$ cat src/rtl/dma_defs.sv
// Shared definitions for the DMA copy engine: state encoding and default width.
package dma_defs;

    localparam int DMA_WIDTH = 16;

    typedef enum logic [1:0] {
        S_IDLE = 2'd0,
        S_RD   = 2'd1,
        S_WR   = 2'd2,
        S_FIN  = 2'd3
    } dma_state_e;

endpackage

$ cat src/rtl/dma_copy_engine.sv
// Block copy engine for data_mem: read one word, write it, advance, 2 cycles/word.
// Optional DMA_CHECKSUM_EN adds a running sum of the copied words.
module dma_copy_engine
    import dma_defs::*;
#(
    parameter int WIDTH = DMA_WIDTH
) (
    input  logic             i_clk,
    input  logic             i_rst_n,
    input  logic             i_start,
    input  logic             i_abort,
    input  logic [WIDTH-1:0] i_src_addr,
    input  logic [WIDTH-1:0] i_dst_addr,
    input  logic [WIDTH-1:0] i_len,
    output logic             o_busy,
    output logic             o_done,
    output logic             o_aborted,
    output logic [WIDTH-1:0] o_checksum,
    output logic [WIDTH-1:0] o_mem_addr,
    output logic             o_mem_write_en,
    output logic [WIDTH-1:0] o_mem_write_data,
    input  logic [WIDTH-1:0] i_mem_read_data
);

    dma_state_e       r_state, w_next;
    logic [WIDTH-1:0] r_src, r_dst, r_cnt, r_buf;
    logic             r_aborted, r_abort_req;
    logic             w_launch, w_stop;

    assign w_launch = (r_state == S_IDLE) && i_start;
    // An abort seen in RD or in WR ends the copy after the WR in flight.
    assign w_stop   = (r_cnt == WIDTH'(1)) || r_abort_req || i_abort;

    always_ff @(posedge i_clk or negedge i_rst_n) begin
        if (!i_rst_n) r_state <= S_IDLE;
        else          r_state <= w_next;
    end

    always_comb begin
        w_next = r_state;
        case (r_state)
            S_IDLE: if (i_start) w_next = (i_len == '0) ? S_FIN : S_RD;
            S_RD:   w_next = S_WR;
            S_WR:   w_next = w_stop ? S_FIN : S_RD;
            S_FIN:  w_next = S_IDLE;
            default: w_next = S_IDLE;
        endcase
    end

    always_ff @(posedge i_clk or negedge i_rst_n) begin
        if (!i_rst_n) begin
            r_src       <= '0;
            r_dst       <= '0;
            r_cnt       <= '0;
            r_buf       <= '0;
            r_aborted   <= 1'b0;
            r_abort_req <= 1'b0;
        end else begin
            case (r_state)
                S_IDLE: if (i_start) begin
                    r_src       <= i_src_addr;
                    r_dst       <= i_dst_addr;
                    r_cnt       <= i_len;
                    r_aborted   <= 1'b0;
                    r_abort_req <= 1'b0;
                end
                S_RD: begin
                    r_buf <= i_mem_read_data;
                    if (i_abort) r_abort_req <= 1'b1;
                end
                S_WR: begin
                    r_src       <= r_src + WIDTH'(1);
                    r_dst       <= r_dst + WIDTH'(1);
                    r_cnt       <= r_cnt - WIDTH'(1);
                    r_abort_req <= 1'b0;
                    if (r_abort_req || i_abort) r_aborted <= 1'b1;
                end
                default: ;
            endcase
        end
    end

`ifdef DMA_CHECKSUM_EN
    logic [WIDTH-1:0] r_sum;

    always_ff @(posedge i_clk or negedge i_rst_n) begin
        if (!i_rst_n)                r_sum <= '0;
        else if (w_launch)           r_sum <= '0;
        else if (r_state == S_WR)    r_sum <= r_sum + r_buf;
    end

    assign o_checksum = r_sum;
`else
    assign o_checksum = '0;
`endif

    // Decoded straight from the state register so reset drops write_en at once.
    assign o_busy           = (r_state == S_RD) || (r_state == S_WR);
    assign o_done           = (r_state == S_FIN);
    assign o_aborted        = r_aborted;
    assign o_mem_write_en   = (r_state == S_WR);
    assign o_mem_addr       = (r_state == S_WR) ? r_dst :
                              (r_state == S_RD) ? r_src : '0;
    assign o_mem_write_data = (r_state == S_WR) ? r_buf : '0;

endmodule

$ cat config.mk
export PLATFORM = sky130hd
export DESIGN_NAME = dma_copy_engine
export DESIGN_NICKNAME = d
export VERILOG_FILES = /design/src/rtl/dma_defs.sv /design/src/rtl/dma_copy_engine.sv
export SDC_FILE = /design/constraint.sdc
export NUM_CORES = 1
export LEC_CHECK = 0
export BUFFER_PORTS_ARGS = -buffer_cell sky130_fd_sc_hd__buf_2
export CAP_MARGIN = 20
export CORE_UTILIZATION = 55
export DETAILED_ROUTE_END_ITERATION = 12
export GPL_TIMING_DRIVEN = 1
export PLACE_DENSITY_LB_ADDON = 0.12
export SLEW_MARGIN = 20
export SYNTH_ARGS = -nofsm -noshare
export SYNTH_HDL_FRONTEND = slang
export SYNTH_SLANG_ARGS = --single-unit
$ cat constraint.sdc
create_clock -name i_clk -period 4.45 [get_ports i_clk]
set_clock_uncertainty 0.2 [all_clocks]
set_input_delay 0.89 -clock i_clk [delete_from_list [all_inputs] [get_ports i_clk]]
set_output_delay 0.89 -clock i_clk [all_outputs]
set_load 0.1 [all_outputs]
==> impl_metrics.yaml <==
logic_synthesis:
  ys_ff_latch: 68
  synth_area_leaders: "dfrtp_1 (38%), a21oi_1 (4.6%), mux2_2 (4.3%)"
  ys_dominant_reg_cell: "dfrtp_1"
  synth_compound_area_share_pct: 22.2
  synth_area_leader_cell: "dfrtp_1"
  ys_async_sr_fraction_pct: 100
  synth-simple-area-share_pct: 22.2
  yosys_warnings: 0
  synth_seq_area_share_pct: 38.2
  synth_top_family_by_area: "compound AO/OA/AOI/OAI gates"
  yosys.area_share.adder_pct: 2.25
  postSynthCellCount: 524
  synthMuxAreaShare_pct: 7.44
  yosys.area_share.xor_xnor_pct: 0
  yosysTopAreaCellShare_pct: 38.2
  syn_avg_cell_area_um2: 8.51
  synth.cell_area_um2: 4460
  synth_enable_flop_cells: 0
  synth.distinct_cells: 54
floorplan:
  die_w_um: 92.0
  die_y_um: 92.0
  start_util_pct: 57.4
  rows: 32
  core_region_area_um2: 7770
  die_area_um2: 8470
  ios: 120
grt:
  grt_pass1_vias: 3939
  overflow: 0
  grt_use_met1_pct: 41.1
  use_met3_pct: 6.30
  gr-usage-all-layers_pct: 29.0
  met2_usage_pct: 44.8
  busiest_layer: "met2"
  grt_pass1_wl_mm: 19.4
  grt_max_degree: 45
  antenna_found_initial: 0
clocking:
  clock_path_buffers: 2
  postCtsSetupBuffers: 0
  cts-root-buf: "clkbuf_8"
  insertion_delay_ns: 0.36
  htreeDepth: 3
  cts_sinks: 68
  cts_hold_buf: 0
  cts_buffers: 9
  clkTransAtPathRegs_ns: 0.08
  cts_tree: "done"
  ctsResizeCount: 0
timing:
  slew_headroom_pct: 52.2
  max_freq_mhz: 288
  post-route-min-period_ns: 3.47
  fin_crit_sh_pct: 78.0
  holdWs_ns: 0.297
  tightestPinTransition_ns: 0.711
  rsz0062_at_grt: "no"
  finalHoldViolCount: 0
  setup_viol: 0
  drv_slew: 0
place:
  port_buffers: 103
  dp_hpwl_mm: 8.13
  gp_congestion: 0.880
setup_path:
  startpoint_type: "flop"
  arrival_ns: 2.38
  worst_setup_path_end_kind: "output pin"
  ff2ff_path_depth: 7
  worstPathRequired_ns: 3.36
  crit_fanout: 35
  crit_type: "reg2out"
  r2r_slack_ns: 1.50
final_layout:
  drive_gt1_share_pct: 25.5
  synthToLayoutAreaGrowth_pct: 16.7
  antenna_cells_inserted: 0
  multi_input_comb_area_um2: 2470
  layout_commonest_cell: "buf_2"
  seq_area_um2: 1700
  final_nets: 687
  fill_cells: 652
  final_cell_mix: "buf_2 (103), dfrtp_1 (68), a21oi_1 (41)"
detailed_routing:
  vias: 4337
  drc: 0
  final_antenna_net_count: 0
  drt_wl_total_mm: 11.7
  first_pass_iters: 5
  wl_per_cell_um: 16.2
  viasPerCell: 6.04
  drt_iter0_markers: 339
job:
  maxCapViolations: 0
run_status:
  status: "completed"
min_path:
  hold_depth: 1
  hold_class: "reg2reg"
## critical path: stages, from the launching register on
cell	delay, ns
dfrtp_1	0.42
inv_1	0.12
ha_2	0.44
buf_4	0.41
a22o_1	0.21
buf_2	0.42
## layer usage
layer	share of wire, %	vias up
met4	1.3	0
met3	6.2	12
met2	46	164
met5	0	-
li1	-	2095
met1	46	2066
## area by class of cell
class                   count  area share [%]
repair buffers            115            11.6
clock buffers               9            2.38
well taps                 102            2.45
flip-flops and latches     68            32.7
multi-input cells         398            47.5
inverters                  19            1.37
clock inverters             7            1.90
## cells in the mapped netlist (3+ instances only)
library cell,count
buf_4,16
or4_1,4
mux2_2,17
nor2_1,34
o21ai_0,28
and3_1,5
and2_1,17
a22oi_1,3
buf_1,9
ha_1,8
dfrtp_1,68
a21o_1,3
nor2b_1,3
nand2b_1,3
mux2i_1,14
nor3_1,16
buf_2,3
nand3_1,24
and4_1,3
a21oi_1,41
nand3b_1,3
o22ai_1,27
o2bb2ai_1,4
clkbuf_1,25
or3_1,3
inv_1,19
nor4_1,13
nand4_1,9
nand2_1,40
o31ai_1,3
a22o_1,10
o22a_1,3
a31oi_1,17
## final timing paths
kind | from | to
max in group asynchronous | i_rst_n | r_src[9]
min | o_aborted | o_aborted
min reg2reg | o_aborted | o_aborted
max reg2reg | r_state[0] | r_cnt[14]
min in group asynchronous | i_rst_n | r_cnt[10]
max | r_state[0] | o_mem_addr[6]
## registers in the layout, summed over array words and instances, names as in the netlist
| register | cells |
|---|---|
| r_src | 16 |
| r_dst | 16 |
| r_cnt | 16 |
| r_buf | 16 |
| r_abort_req | 1 |
| r_state | 2 |
| o_aborted | 1 |
## per-stage QoR
step / setup TNS [ns] / util, % / instances / setup slack [ns] / cell area (um^2)
CTS: 0 / 67.0 / 718 / 0.961 / 5200
floorplan: -0.359 / - / 539 / -0.120 / 4510
finish: 0 / 67.0 / 718 / 0.977 / 5200
detailed placement: 0 / 64.1 / 702 / 1.38 / 4980
global route: 0 / 67.0 / 718 / 0.820 / 5200
global placement: 0 / 64.1 / 702 / 1.47 / 4980
## logic make-up (layout without fill, tap and decap cells)
| family | after synthesis | in the layout |
|---|---|---|
| AND/OR/NAND/NOR | 187 | 187 |
| AO/OA/AOI/OAI | 156 | 156 |
| buffers and inverters | 73 | 150 |
| flip-flops | 68 | 68 |
| multiplexers | 31 | 31 |
| adder cells (fa/ha/maj) | 8 | 8 |
| other | 1 | 16 |
Power is not shown: default switching activity piles up to over one toggle a cycle in this logic, so the estimate is an artifact.
